[config.mk]
export PLATFORM = sky130hd
export DESIGN_NAME = seq_pattern_tx
export DESIGN_NICKNAME = d
export VERILOG_FILES = /design/src/rtl/seq_tx_pkg.sv /design/src/rtl/seq_piso_shreg.sv /design/src/rtl/seq_pattern_tx.sv
export SDC_FILE = /design/constraint.sdc
export NUM_CORES = 1
export LEC_CHECK = 0
export CORE_MARGIN = 4
export CORE_UTILIZATION = 45
export DETAILED_ROUTE_END_ITERATION = 16
export GPL_TIMING_DRIVEN = 0
export PLACE_DENSITY = 0.71
export SETUP_SLACK_MARGIN = 0.5
export SLEW_MARGIN = 40
export SYNTH_ARGS = -nofsm -noshare
export SYNTH_HDL_FRONTEND = slang
export SYNTH_SLANG_ARGS = --single-unit
[constraint.sdc]
create_clock -name clk -period 2.9 [get_ports clk]
set_input_delay 0.725 -clock clk [delete_from_list [all_inputs] [get_ports clk]]
set_output_delay 0.725 -clock clk [all_outputs]
set_load 0.005 [all_outputs]
[src/rtl/seq_tx_pkg.sv]
// Shared definitions for the serial pattern transmitter.
//   tx_state_e : FSM state encoding (2 bits, all four codes used)
//   PAT_1001   : default pattern matching the 1001 sequence detector
package seq_tx_pkg;

  typedef enum logic [1:0] {
    ST_IDLE  = 2'b00,
    ST_SHIFT = 2'b01,
    ST_GAP   = 2'b10,
    ST_DONE  = 2'b11
  } tx_state_e;

  localparam logic [3:0] PAT_1001 = 4'b1001;

endpackage

[src/rtl/seq_piso_shreg.sv]
// Parallel-in serial-out shift register holding the transmit datapath.
//   clk, rst : clock, synchronous active-high reset (clears contents)
//   load     : load din (has priority over shift)
//   shift    : advance by one bit toward the head
//   din      : parallel load value
//   head     : bit currently presented for transmission
// LSB_FIRST selects whether bit 0 or bit W-1 is the head.
module seq_piso_shreg #(
  parameter int W         = 4,
  parameter int LSB_FIRST = 1
) (
  input  logic         clk,
  input  logic         rst,
  input  logic         load,
  input  logic         shift,
  input  logic [W-1:0] din,
  output logic         head
);

  logic [W-1:0] q;

  always_ff @(posedge clk) begin
    if (rst) begin
      q <= '0;
    end else if (load) begin
      q <= din;
    end else if (shift) begin
      if (LSB_FIRST != 0) begin
        q <= {1'b0, q[W-1:1]};
      end else begin
        q <= {q[W-2:0], 1'b0};
      end
    end
  end

  assign head = (LSB_FIRST != 0) ? q[0] : q[W-1];

endmodule

[src/rtl/seq_pattern_tx.sv]
// Serial pattern transmitter.
// Captures a PAT_W-bit pattern and repeat count on start (in IDLE) and
// shifts the pattern out one bit per clock for repeat_n+1 frames, with
// GAP_CYCLES idle cycles between frames. hold stalls bit/frame progress.
// Ports:
//   clk, rst    : clock, synchronous active-high reset
//   start       : request, only sampled in IDLE
//   pattern     : pattern captured on accepted start
//   repeat_n    : extra frames (total = repeat_n+1), captured on start
//   hold        : stall while high (SHIFT only)
//   out         : serial data bit (0 when not valid)
//   out_valid   : out carries a pattern bit this cycle
//   busy        : SHIFT or GAP
//   frame_start : valid bit is bit 0 of a frame
//   done        : one-cycle pulse after last bit of last frame
//   state_dbg   : current FSM state encoding
//
// Handshake: out_valid is a pure source-side valid; hold acts as an
// inverted ready. A bit is consumed on every posedge with out_valid=1,
// and out_valid already accounts for hold, so no bit is ever lost.
module seq_pattern_tx
  import seq_tx_pkg::*;
#(
  parameter int PAT_W      = 4,
  parameter int CNT_W      = 4,
  parameter int GAP_CYCLES = 0,
  parameter int LSB_FIRST  = 1
) (
  input  logic             clk,
  input  logic             rst,
  input  logic             start,
  input  logic [PAT_W-1:0] pattern,
  input  logic [CNT_W-1:0] repeat_n,
  input  logic             hold,
  output logic             out,
  output logic             out_valid,
  output logic             busy,
  output logic             frame_start,
  output logic             done,
  output logic [1:0]       state_dbg
);

  localparam int BIT_W      = $clog2(PAT_W);
  localparam int GAP_W      = (GAP_CYCLES > 1) ? $clog2(GAP_CYCLES) : 1;
  localparam int GAP_LAST_I = (GAP_CYCLES > 0) ? GAP_CYCLES - 1 : 0;

  localparam logic [BIT_W-1:0] BIT_LAST = BIT_W'(PAT_W - 1);
  localparam logic [GAP_W-1:0] GAP_LAST = GAP_W'(GAP_LAST_I);

  tx_state_e        state_q, state_d;
  logic [BIT_W-1:0] bit_cnt_q, bit_cnt_d;
  logic [CNT_W-1:0] frm_cnt_q, frm_cnt_d;
  logic [GAP_W-1:0] gap_cnt_q, gap_cnt_d;
  logic [PAT_W-1:0] pat_q, pat_d;

  logic             sh_load;
  logic             sh_shift;
  logic [PAT_W-1:0] sh_din;
  logic             sh_head;

  seq_piso_shreg #(
    .W         (PAT_W),
    .LSB_FIRST (LSB_FIRST)
  ) u_shreg (
    .clk   (clk),
    .rst   (rst),
    .load  (sh_load),
    .shift (sh_shift),
    .din   (sh_din),
    .head  (sh_head)
  );

  always_ff @(posedge clk) begin
    if (rst) begin
      state_q   <= ST_IDLE;
      bit_cnt_q <= '0;
      frm_cnt_q <= '0;
      gap_cnt_q <= '0;
      pat_q     <= '0;
    end else begin
      state_q   <= state_d;
      bit_cnt_q <= bit_cnt_d;
      frm_cnt_q <= frm_cnt_d;
      gap_cnt_q <= gap_cnt_d;
      pat_q     <= pat_d;
    end
  end

  always_comb begin
    state_d   = state_q;
    bit_cnt_d = bit_cnt_q;
    frm_cnt_d = frm_cnt_q;
    gap_cnt_d = gap_cnt_q;
    pat_d     = pat_q;
    sh_load   = 1'b0;
    sh_shift  = 1'b0;
    sh_din    = pat_q;

    case (state_q)
      ST_IDLE: begin
        if (start) begin
          state_d   = ST_SHIFT;
          pat_d     = pattern;
          sh_din    = pattern;
          sh_load   = 1'b1;
          frm_cnt_d = repeat_n;
          bit_cnt_d = '0;
        end
      end

      ST_SHIFT: begin
        if (!hold) begin
          if (bit_cnt_q == BIT_LAST) begin
            bit_cnt_d = '0;
            if (frm_cnt_q == '0) begin
              state_d  = ST_DONE;
              sh_shift = 1'b1;
            end else begin
              // Reload the next frame now so that with no gap the first
              // bit of the new frame follows without a bubble.
              frm_cnt_d = frm_cnt_q - 1'b1;
              sh_load   = 1'b1;
              if (GAP_CYCLES > 0) begin
                state_d   = ST_GAP;
                gap_cnt_d = '0;
              end
            end
          end else begin
            sh_shift  = 1'b1;
            bit_cnt_d = bit_cnt_q + 1'b1;
          end
        end
      end

      ST_GAP: begin
        // hold is deliberately not consulted: the gap length is fixed.
        if (gap_cnt_q == GAP_LAST) begin
          state_d = ST_SHIFT;
        end else begin
          gap_cnt_d = gap_cnt_q + 1'b1;
        end
      end

      ST_DONE: begin
        state_d = ST_IDLE;
      end

      default: begin
        state_d = ST_IDLE;
      end
    endcase
  end

  assign out_valid   = (state_q == ST_SHIFT) && !hold;
  assign out         = out_valid && sh_head;
  assign busy        = (state_q == ST_SHIFT) || (state_q == ST_GAP);
  assign frame_start = out_valid && (bit_cnt_q == '0);
  assign done        = (state_q == ST_DONE);
  assign state_dbg   = state_q;

endmodule

# ---- After elaboration in Yosys (flattened, before gate mapping)
# Index checks and enable logic that the tools add are counted.
dict set report classes {
  n_mux 29
  n_reduce_logical 13
  addsub 3
  eq_ne 10
}
# cell count
set ops {}
lappend ops {{two-way mux 4 bit} 8}
lappend ops {{two-way mux 2 bit} 8}
lappend ops {{!= test 2 bit (second input constant)} 6}
lappend ops {{AND reduction 5 bit} 2}
lappend ops {{two-way mux 1 bit} 9}
lappend ops {{one-hot mux 2 bit (4 select lines)} 1}
lappend ops {{one-hot mux 4 bit (2 select lines)} 1}
lappend ops {{== test 2 bit (second input constant)} 3}
lappend ops {{logical NOT 2 bit} 2}
lappend ops {{logical NOT 4 bit} 1}
lappend ops {{one-hot mux 2 bit (2 select lines)} 1}
lappend ops {{nonzero test 2 bit} 2}
lappend ops {{subtractor 4 x 1 -> 4 bit (second input constant)} 1}
lappend ops {{logical AND 1 bit} 3}
lappend ops {{AND reduction 3 bit} 1}
lappend ops {{adder 2 x 1 -> 2 bit (second input constant)} 1}
lappend ops {{== test 2 x 1 -> 1 bit (second input constant)} 1}
lappend ops {{one-hot mux 1 bit (2 select lines)} 1}
lappend ops {{adder 1 bit (second input constant)} 1}
lappend ops {{logical NOT 1 bit} 1}
lappend ops {{logical OR 1 bit} 1}
dict set report word_totals {
  elab_cells 61
  register_bits 17
  input_bits 12
  output_inout_bits 7
}

# ---- Logic depth before layout (Yosys ltp)
# Gate-level depths: netlist of run 1.
dict set report logic_depth {
  ltp_word 7
  depth_mapped 8
  ltp_nobuf 6
}

# ---- Hierarchy
# Synthesis of run 1 repeated with hierarchy kept, for this count alone.
dict set report unflattened {
  hier_cells 106
  area_unflattened_um2 978.4
}
# module cells_each instances area_per_inst_um2 seq_area_each_um2
set by_module_without_submodules {}
lappend by_module_without_submodules {seq_pattern_tx 89 1 805.8 240.2}
lappend by_module_without_submodules {seq_piso_shreg 17 1 172.7 80.1}

# ---- Least setup slack after synthesis of run 1
# OpenSTA, ideal clock, no wires.
dict set report synth_timing {
  path_kind {input-to-output}
  start {input hold}
  end {output frame_start}
  path_buffers 0
  required_ns 2.175
  path_slack_ns 1.091
  arrival_time_ns 1.084
  path_stages 2
  cell_sequence {nor2b_1 -> and2_1}
}
dict set report synth_via {
  elab_chain_len 3
}
# element line_no
set synth_rtl {}
lappend synth_rtl {{start, declared} seq_pattern_tx.sv:34} ;# input logic hold,
lappend synth_rtl {{logical NOT 1 bit} seq_pattern_tx.sv:154} ;# assign out_valid = (state_q == ST_SHIFT) && !hold;
lappend synth_rtl {{logical AND 1 bit} seq_pattern_tx.sv:154}
lappend synth_rtl {{logical AND 1 bit} seq_pattern_tx.sv:157} ;# assign frame_start = out_valid && (bit_cnt_q == '0);
lappend synth_rtl {{end, declared} seq_pattern_tx.sv:38} ;# output logic frame_start,
# No other way between the ends.

# ---- Worst setup path after layout of run 1
dict set report layout_timing {
  start {register state_q[0] (netlist: state_dbg[0])}
  end {output busy}
}
dict set report layout_via {
  elab_chain_len 2
  elab_cells_between_ends 3
  cone_classes {eq/ne: 2; reduce/logical: 1}
}
# element line_no
set layout_rtl {}
lappend layout_rtl {{start, declared} seq_pattern_tx.sv:50} ;# tx_state_e state_q, state_d;
lappend layout_rtl {{start signal, assigned} seq_pattern_tx.sv:81} ;# state_q <= state_d;
lappend layout_rtl {{== test 2 x 1 -> 1 bit or == test 2 bit (tied branches)} seq_pattern_tx.sv:156} ;# assign busy = (state_q == ST_SHIFT) || (state_q == ST_GAP);
lappend layout_rtl {{logical OR 1 bit *} seq_pattern_tx.sv:156}
lappend layout_rtl {{end, declared} seq_pattern_tx.sv:37} ;# output logic busy,
# Every way passes the cells marked *; elsewhere a longest branch is shown, timed or not.

==> results.md, run 1 <==
- Measured against its own limit, the worst slew margin works out to between 60% and 70%.
- The setup path with the least slack is of type reg -> out.
- Across the run, the number of max-cap violations was 0.
- The region available for standard cell placement spans 1980 sq um.
- Sorting the synthesized cells by area gives the leading types as sky130_fd_sc_hd__dfxtp_1 (34%), sky130_fd_sc_hd__ha_1 (9.3%), sky130_fd_sc_hd__mux2i_1 (5.3%).
- The length of the first detailed-routing pass in iterations is 4.
- The flow ran to the end, and the final reports show no timing, DRC or antenna violations.
- In this run the vertical extent of the chip is 53.8 um.
- The final instance area is 1240 sq um.
- Summed over all failing endpoints, the final setup total negative slack is 0 ps.
- TritonCTS built the clock tree.
- The clock-pin slew on the worst setup and hold paths is 90 ps.
- The level count of the clock H-tree is 1.
- The Yosys step of the flow raised 0 warnings.
- The number of DRC violations after detailed-routing iteration 0 is 14.
- The internal power of the cells totals 0.000720 W.
- For this run, the top clock speed supported by timing is between 400 and 500 MHz.
- CTS placed an instance of sky130_fd_sc_hd__clkbuf_4 at the clock tree root.
- The number of placed instances, taps included, is 152.
- The net count of the finished layout is about 150.
- The most heavily used metal layer in global routing is met2.
- Sequential cells account for 28.1% of the total power.
- The largest buffer count on any clock path is 2.
- The sequential area share after synthesis is 33.9%.
- The number of nets handed over by synthesis was 126.
- STA puts the critical path data arrival time at 1570 ps.
- The largest fanout on the critical path is 5.
- Detailed placement finished with a half-perimeter wire length of 1540 um.
- The biggest area contributor in the post-synthesis netlist is sky130_fd_sc_hd__dfxtp_1.
- The number of flops mapped to enable cells by yosys is 0.
- Cells with a size suffix above 1 make up 16.5% of the layout.
- For the worst setup path, the data required time is 2170 ps.
- The met3 track demand over resource in global routing is 6.65%.
- For this design, the slowest cell found on the critical path is sky130_fd_sc_hd__clkdlybuf4s50_1.
- Of all flip-flops after synthesis, the portion carrying an async set or reset was 0%.
- The number of buffers and inverters on the critical path is 3.
- In this run the core area contains 16 standard-cell rows.
- Setup repair after global routing left no endpoint under its margin.
- The number of antenna violations at the first check in global routing came to 0.
- The worst path needs ~2300 ps of the cycle, external delays included.
- In this run the count of I/O pins placed on the die edge is 19.
- The number of instances in the synthesized netlist is 107.
- In the final routed layout, each cell accounts on average for 12.8 um.
- The largest net degree at the start of global routing is 11.
- Net switching is 39.6% of the power.
- STA classifies the critical path startpoint as a flop.
- The path category of the worst min-delay check is reg -> reg.
- Across the VDD grid, the largest voltage drop is a little under 0.7 mV.
- The first-pass GRT wire length is 3620 um.
- The synthesized flop and latch total is 16.
- The worst register-to-register path has a setup slack of between 1000 and 1500 ps.
- Detailed routing inserted a total of a little over 800 vias.
- On the final layout, the worst clock skew is about 4.3 ps.
- Global routing consumed, on the met2 layer, 29.6% of the routing resources.
- The via count of the first global-routing pass is 812.
- The part of the power in the clock network is 12.1%.
- Setup violations remaining at the end of the flow were counted as 0.
- The pin slew with the least headroom to its limit is approximately 510 ps.
- The power density over the cells is 963 nW/um^2.
- The routed design has 2040 um of wire.
- The area overhead of the layout relative to synthesis is 30.9%.
- The peak per-stage delay on the critical path is 500 ps.
- The floorplan step defined a die boundary enclosing 2900 sq um.
- The horizontal extent of the die is 53.8 um.
- In this run the tool buffered the top-level ports with 18 buffer cells.
- The number of max-slew violations in the final report is 0.
- The share of Yosys cell area claimed by the top area cell type is 33.9%.
- Of the total power, combinational logic draws 59.8%.
- For this configuration, the core starts out at a cell density of 47.7%.
- The number of diodes added for antenna fixing is 0.
- Buffers inserted during clock tree synthesis total 3.
- The family of cells with the greatest summed delay on the critical path is buffers and inverters.
- The analysis attributes to net switching a power of 0.000471 W.
- The type of element capturing the critical path is a primary output.
- In this run, distinct cell masters in the synthesized netlist total 36.
- In the routed design, unresolved DRC markers number 0.
- The remaining global-route overflow is 0.
- The final hold slack is about 480 ps.
- Walking the worst path, the cells encountered are buf_4 -> inv_1 -> ha_1 -> clkdlybuf4s50_1.
- The per-instance average area after synthesis is 8.83 sq um.
- The number of hold violations in the final report is 0.
- Routability-driven placement finished with a final weighted congestion of ~0.74.
- The analysis attributes to cell leakage a power of 0.515 nW.
- Counting every sink on the clock net gives 16.
- Across every metal layer, demand over resource in global routing totals 17.5%.
- The count of nets left with antenna violations once routing finished came out at 0.
- Of the available clock period, the critical path in the final layout requires between 70% and 80%.
- The commonest cells after synthesis are sky130_fd_sc_hd__dfxtp_1 (16), sky130_fd_sc_hd__inv_1 (9), sky130_fd_sc_hd__a21oi_1 (8), sky130_fd_sc_hd__nand2_1 (8).
- The most used flip-flop cell after synthesis is sky130_fd_sc_hd__dfxtp_1.
- The count of cells in the finished layout, fillers not included, comes to 160.
- The clock reaches the later pin of the worst-skew pair after 290 ps.
- Summing every instance area after synthesis gives 945 sq um.
- The most used standard cell by instance count after synthesis is sky130_fd_sc_hd__dfxtp_1.
- Using the TritonRoute via totals, the vias-per-cell ratio works out to 5.14.
- The met1 demand-to-capacity share in global routing is 20.7%.
- The post-place instance area is about 1200 sq um.
## final timing paths
path	depth (start not counted)	endpoint	startpoint
worst max-delay path	4	busy	state_dbg[0]
worst min-delay path	2	pat_q[3]	pat_q[3]
worst max register to register	7	u_shreg.q[0]	state_dbg[0]
worst min register to register	2	pat_q[3]	pat_q[3]
## logic make-up (layout without fill, tap and decap cells)
logic type      count (synthesis)  after routing  share of synthesized area, %
simple gates                   40             40                          24.0
fa+ha+maj                       7              7                          9.27
compound gates                 27             27                          22.3
buf+inv                        12             38                          5.30
mux                             5              5                          5.30
flops                          16             16                          33.9
## sequential cells by signal, summed over array words and instances, names as in the netlist
name,count
u_shreg.q,4
pat_q,4
bit_cnt_q,2
frm_cnt_q,4
state_dbg,2
## final cells by class
class / count / area (sq um)
Fill cell: 171 / 746
Multi-Input combinational cell: 79 / 584
Sequential cell: 16 / 325
Timing Repair Buffer: 22 / 206
Clock buffer: 4 / 36.3
Inverter: 9 / 33.8
Tap cell: 27 / 33.8
Buffer: 3 / 16.3
## power groups by stage
stage               combinational [W]  clock (W)  sequential, W
floorplan                    0.000468          0       0.000332
global placement             0.000632          0       0.000340
detailed placement           0.000649          0       0.000346
CTS                          0.000695   0.000150       0.000332
global route                 0.000796   0.000159       0.000345
finish                       0.000712   0.000145       0.000334
## cell usage in the layout, fill, tap and decap left out, types with 2 or more instances in the layout
cell type / count
sky130_fd_sc_hd__buf_2: 2
sky130_fd_sc_hd__o21ai_0: 2
sky130_fd_sc_hd__nand2_1: 8
sky130_fd_sc_hd__ha_1: 6
sky130_fd_sc_hd__nor2b_1: 3
sky130_fd_sc_hd__inv_1: 9
sky130_fd_sc_hd__or2_0: 3
sky130_fd_sc_hd__clkbuf_4: 3
sky130_fd_sc_hd__a21oi_1: 8
sky130_fd_sc_hd__nand3b_1: 3
sky130_fd_sc_hd__o22ai_1: 2
sky130_fd_sc_hd__mux2i_1: 5
sky130_fd_sc_hd__and2_1: 3
sky130_fd_sc_hd__a32o_1: 3
sky130_fd_sc_hd__buf_4: 5
sky130_fd_sc_hd__nand2b_1: 6
sky130_fd_sc_hd__nor2_1: 7
sky130_fd_sc_hd__clkdlybuf4s50_1: 15
sky130_fd_sc_hd__dfxtp_1: 14
## metal layers
layer | up-vias | share of wire [%]
li1 | 430 | -
met5 | - | 0
met1 | 375 | 45
met4 | 0 | 0.34
met3 | 2 | 5.3
met2 | 15 | 49
## through the flow
step | power (W) | setup WS [ps] | utilization [%]
after floorplan | 0.000800 | 1090 | -
after global placement | 0.000972 | 18.3 | 58.5
after detailed placement | 0.000995 | 24.9 | 58.5
after CTS | 0.00118 | 506 | 61.5
after global routing | 0.00130 | 532 | 62.4
final | 0.00119 | 608 | 62.4
## worst reg2reg max path, cell delays in order, from the launching register on
cell	delay, ps
sky130_fd_sc_hd__dfxtp_4	350
sky130_fd_sc_hd__buf_4	130
sky130_fd_sc_hd__inv_1	40
sky130_fd_sc_hd__ha_1	280
sky130_fd_sc_hd__nand2_1	270
sky130_fd_sc_hd__o21ai_2	160
sky130_fd_sc_hd__or2_0	240
sky130_fd_sc_hd__a32o_1	260
## repair_timing
item	4_1_cts	5_1_grt
hold buffers	0	0
resized for setup	11	1
setup endpoints to repair	3	1
setup buffers	2	2
pin swaps	1	1
Note: power is estimated with default switching activity, not from simulation.
==> run 2, diff against run 1 <==
Clock period 2.9 ns to 2.15 ns, I/O delays scaled along.
==> run 2 against run 1 <==
Combinational power rose by 110%; sequential cell count did not move; via count rose by 7.7%; register-to-register slack got worse by 630 ps; non-clock buffer count rose by 10; setup slack got worse by 330 ps.
==> results.md, run 2 (synthesis gave the netlist of run 1 again) <==
- The run finished with clean final reports.
- The routed length on met2 came to 1340 um (+33%).
- The via count of the first global-routing pass is 893 (+10%).
- The per-cell via count in the routed design came to 5.21 (+1.3%).
- The cell leakage power is 0.585 nW (+14%).
- The part of the power in combinational logic is 68.3% (+8.5 points).
- The clock buffer count from CTS is 3 (unchanged).
- Setup repair after global routing could not meet its margin everywhere.
- The register share of total power is 22.2% (-5.9 points).
- The number of hold violations in the final report is 0 (unchanged).
- From synthesis to final layout, the design area changed by 56.8%.
- The met3 wirelength from detailed routing came to 127 um (+18%).
- The data required time at the worst endpoint is 1610 ps (-560 ps).
- The switching share of power came to 39.9% (+0.31 points).
- The total detailed-routing wirelength came to 2580 um (+27%).
- The largest net degree at the start of global routing came to 11 (unchanged).
- The total die area is 2900 sq um (unchanged).
- The number of placement rows is 16 (unchanged).
- The worst clock skew is 2.52 ps (-1.82 ps).
- The highest ir drop seen on vdd is 1.11 mV (+64%).
- The classification of the worst setup path is reg -> out.
- The number of max-slew violations in the final report is 0 (unchanged).
- The highest metal layer carrying signal wires in the routed design is met4.
- The fmax is 534 MHz.
- The final hold slack is 488 ps (+10.6 ps).
- The clock tree from TritonCTS is yes.
- The last weighted congestion value of the routability-driven placer is 0.735 (unchanged).
- The root buffer selected by CTS is sky130_fd_sc_hd__clkbuf_4.
- The length of the first detailed-routing pass in iterations is 4 (unchanged).
- The number of cells on the worst hold path is 2 (unchanged).
- The clock-pin slew on the worst setup and hold paths is 90 ps (about the same).
- The type of element capturing the critical path is a primary output.
- The worst setup path is launched from a flop.
- The number of DRC violations after detailed-routing iteration 0 is 13 (-1).
- The net switching power figure was 0.000851 W (+81%).
- The setup-violating endpoint count in the final report was 0 (unchanged).
- The power density over the cells is 1440 nW/um^2 (+50%).
- The library cell used most frequently in the layout, excluding fill and tap cells, is sky130_fd_sc_hd__dfxtp_1.
- The path category of the worst min-delay check is reg -> reg.
- The number of nets with antenna violations after detailed routing is 0 (unchanged).
- The routed metal-1 wirelength is 1070 um (+17%).
- The remaining global-route overflow is 0 (unchanged).
- The number of clock sinks came to 16 (unchanged).
- The count of vias placed by the detailed router came to 885 (+7.7%).
- The number of diodes added for antenna fixing is 0 (unchanged).
- The utilization of the core after routing is 74.7% (+12 points).
- The first-pass GRT wire length is 4020 um (+11%).
- The HPWL after detailed placement is 1540 um (unchanged).
- The data arrival time of the worst path was 1330 ps (-240 ps).
- The global routing usage summed across all routing layers is 19.6% (+2.1 points).
- The clock insertion delay at the later pin of the skew report is 290 ps (about the same).
- The number of antenna violations at the first check in global routing is 0 (unchanged).
- The part of the power in the clock network is 9.4% (-2.7 points).
- The number of maximum-capacitance violations is 0 (unchanged).
- The share of the cycle needed by the critical path after routing is 87.1%.
- The I/O pin count is 19 (unchanged).
- The internal power consumption is 0.00128 W (+78%).
- In the layout the commonest cells are sky130_fd_sc_hd__dfxtp_1 (14), sky130_fd_sc_hd__buf_4 (12), sky130_fd_sc_hd__clkdlybuf4s50_1 (9).
- The largest buffer count on any clock path came to 2 (unchanged).
- The pin slew with the least headroom to its limit was 540 ps (+30.0 ps).
- The vertical die dimension came to 53.8 um (unchanged).
- The number of input and output port buffers inserted is 18 (unchanged).
- The largest fanout on the critical path is 3 (-2).
- The number of buffers added to fix hold violations after cts is 0 (unchanged).
- The detailed-route wire length per cell is 15.2 um (+19%).
- The horizontal extent of the die was 53.8 um (unchanged).
- The worst slew margin relative to its limit is 64.0% (-2.0 points).
- The core outline area is 1980 sq um (unchanged).
- The ratio of cells with drive above 1 in the final layout came to 35.7% (+19 points).
- The final period demand of the worst path is around 1900 ps.
- The largest registers in the layout are frm_cnt_q (4), pat_q (4), u_shreg.q (4).
- The number of cells on the worst reg-to-reg path came to 8 (+1).
- The remaining routing DRC violations is 0 (unchanged).
- The net count of the finished layout is 163 (+6.5%).
- The level count of the clock H-tree is 1 (unchanged).
- The starting utilization of the core area is 47.7% (unchanged).
run 2: worst max-delay path, stage by stage (launching register included):
cell and delay, ps:
sky130_fd_sc_hd__dfxtp_2 340, sky130_fd_sc_hd__inv_2 80, sky130_fd_sc_hd__ha_4 140, sky130_fd_sc_hd__nor2b_4 170, sky130_fd_sc_hd__buf_6 110, sky130_fd_sc_hd__and2_4 130, sky130_fd_sc_hd__buf_6 80
run 2: worst paths after layout:
path | startpoint | endpoint | slack, ps
hold / removal | pat_q[3] | pat_q[3] | 490
setup / recovery | state_dbg[1] | out | 280
setup reg to reg | state_dbg[1] | frm_cnt_q[1] | 440
hold reg to reg | pat_q[3] | pat_q[3] | 490
run 2: power by group through the flow:
stage	combinational (W)	sequential, W	clock [W]
floorplan	0.000632	0.000447	0
global placement	0.000852	0.000458	0
detailed placement	0.000875	0.000467	0
CTS	0.00116	0.000461	0.000203
global route	0.00158	0.000484	0.000216
finish	0.00146	0.000474	0.000202
run 2: timing repair:
action	4_1_cts	5_1_grt
gates cloned	0	0
setup buffers	10	4
resized for setup	45	21
pin swaps	9	8
endpoints found under the hold margin	0	0
setup endpoints to repair	16	15
run 2: cell type report:
| class | instances | area [sq um] |
|---|---|---|
| sequential | 16 | 325 |
| timing repair buffer | 32 | 285 |
| clock buffer | 4 | 36.3 |
| buffer | 3 | 26.3 |
| fill | 118 | 500 |
| inverter | 9 | 33.8 |
| multi-input combinational | 79 | 741 |
| tap | 27 | 33.8 |
run 2: through the flow:
step                      worst slack, ps  cells  setup TNS, ps  instance area [sq um]  power (W)
after floorplan                       552    107              0                    945    0.00108
after global placement               -357    152           -936                   1160    0.00131
after detailed placement             -350    152           -912                   1160    0.00134
after CTS                             311    166              0                   1340    0.00183
after global routing                  231    170              0                   1480    0.00228
final                                 278    170              0                   1480    0.00214
run 2: routing by layer:
metal / vias to the layer above / track usage (%)
met5: - / 0
met4: 0 / 6.38
met3: 7 / 6.09
met2: 20 / 33.9
met1: 412 / 22.6
li1: 446 / -
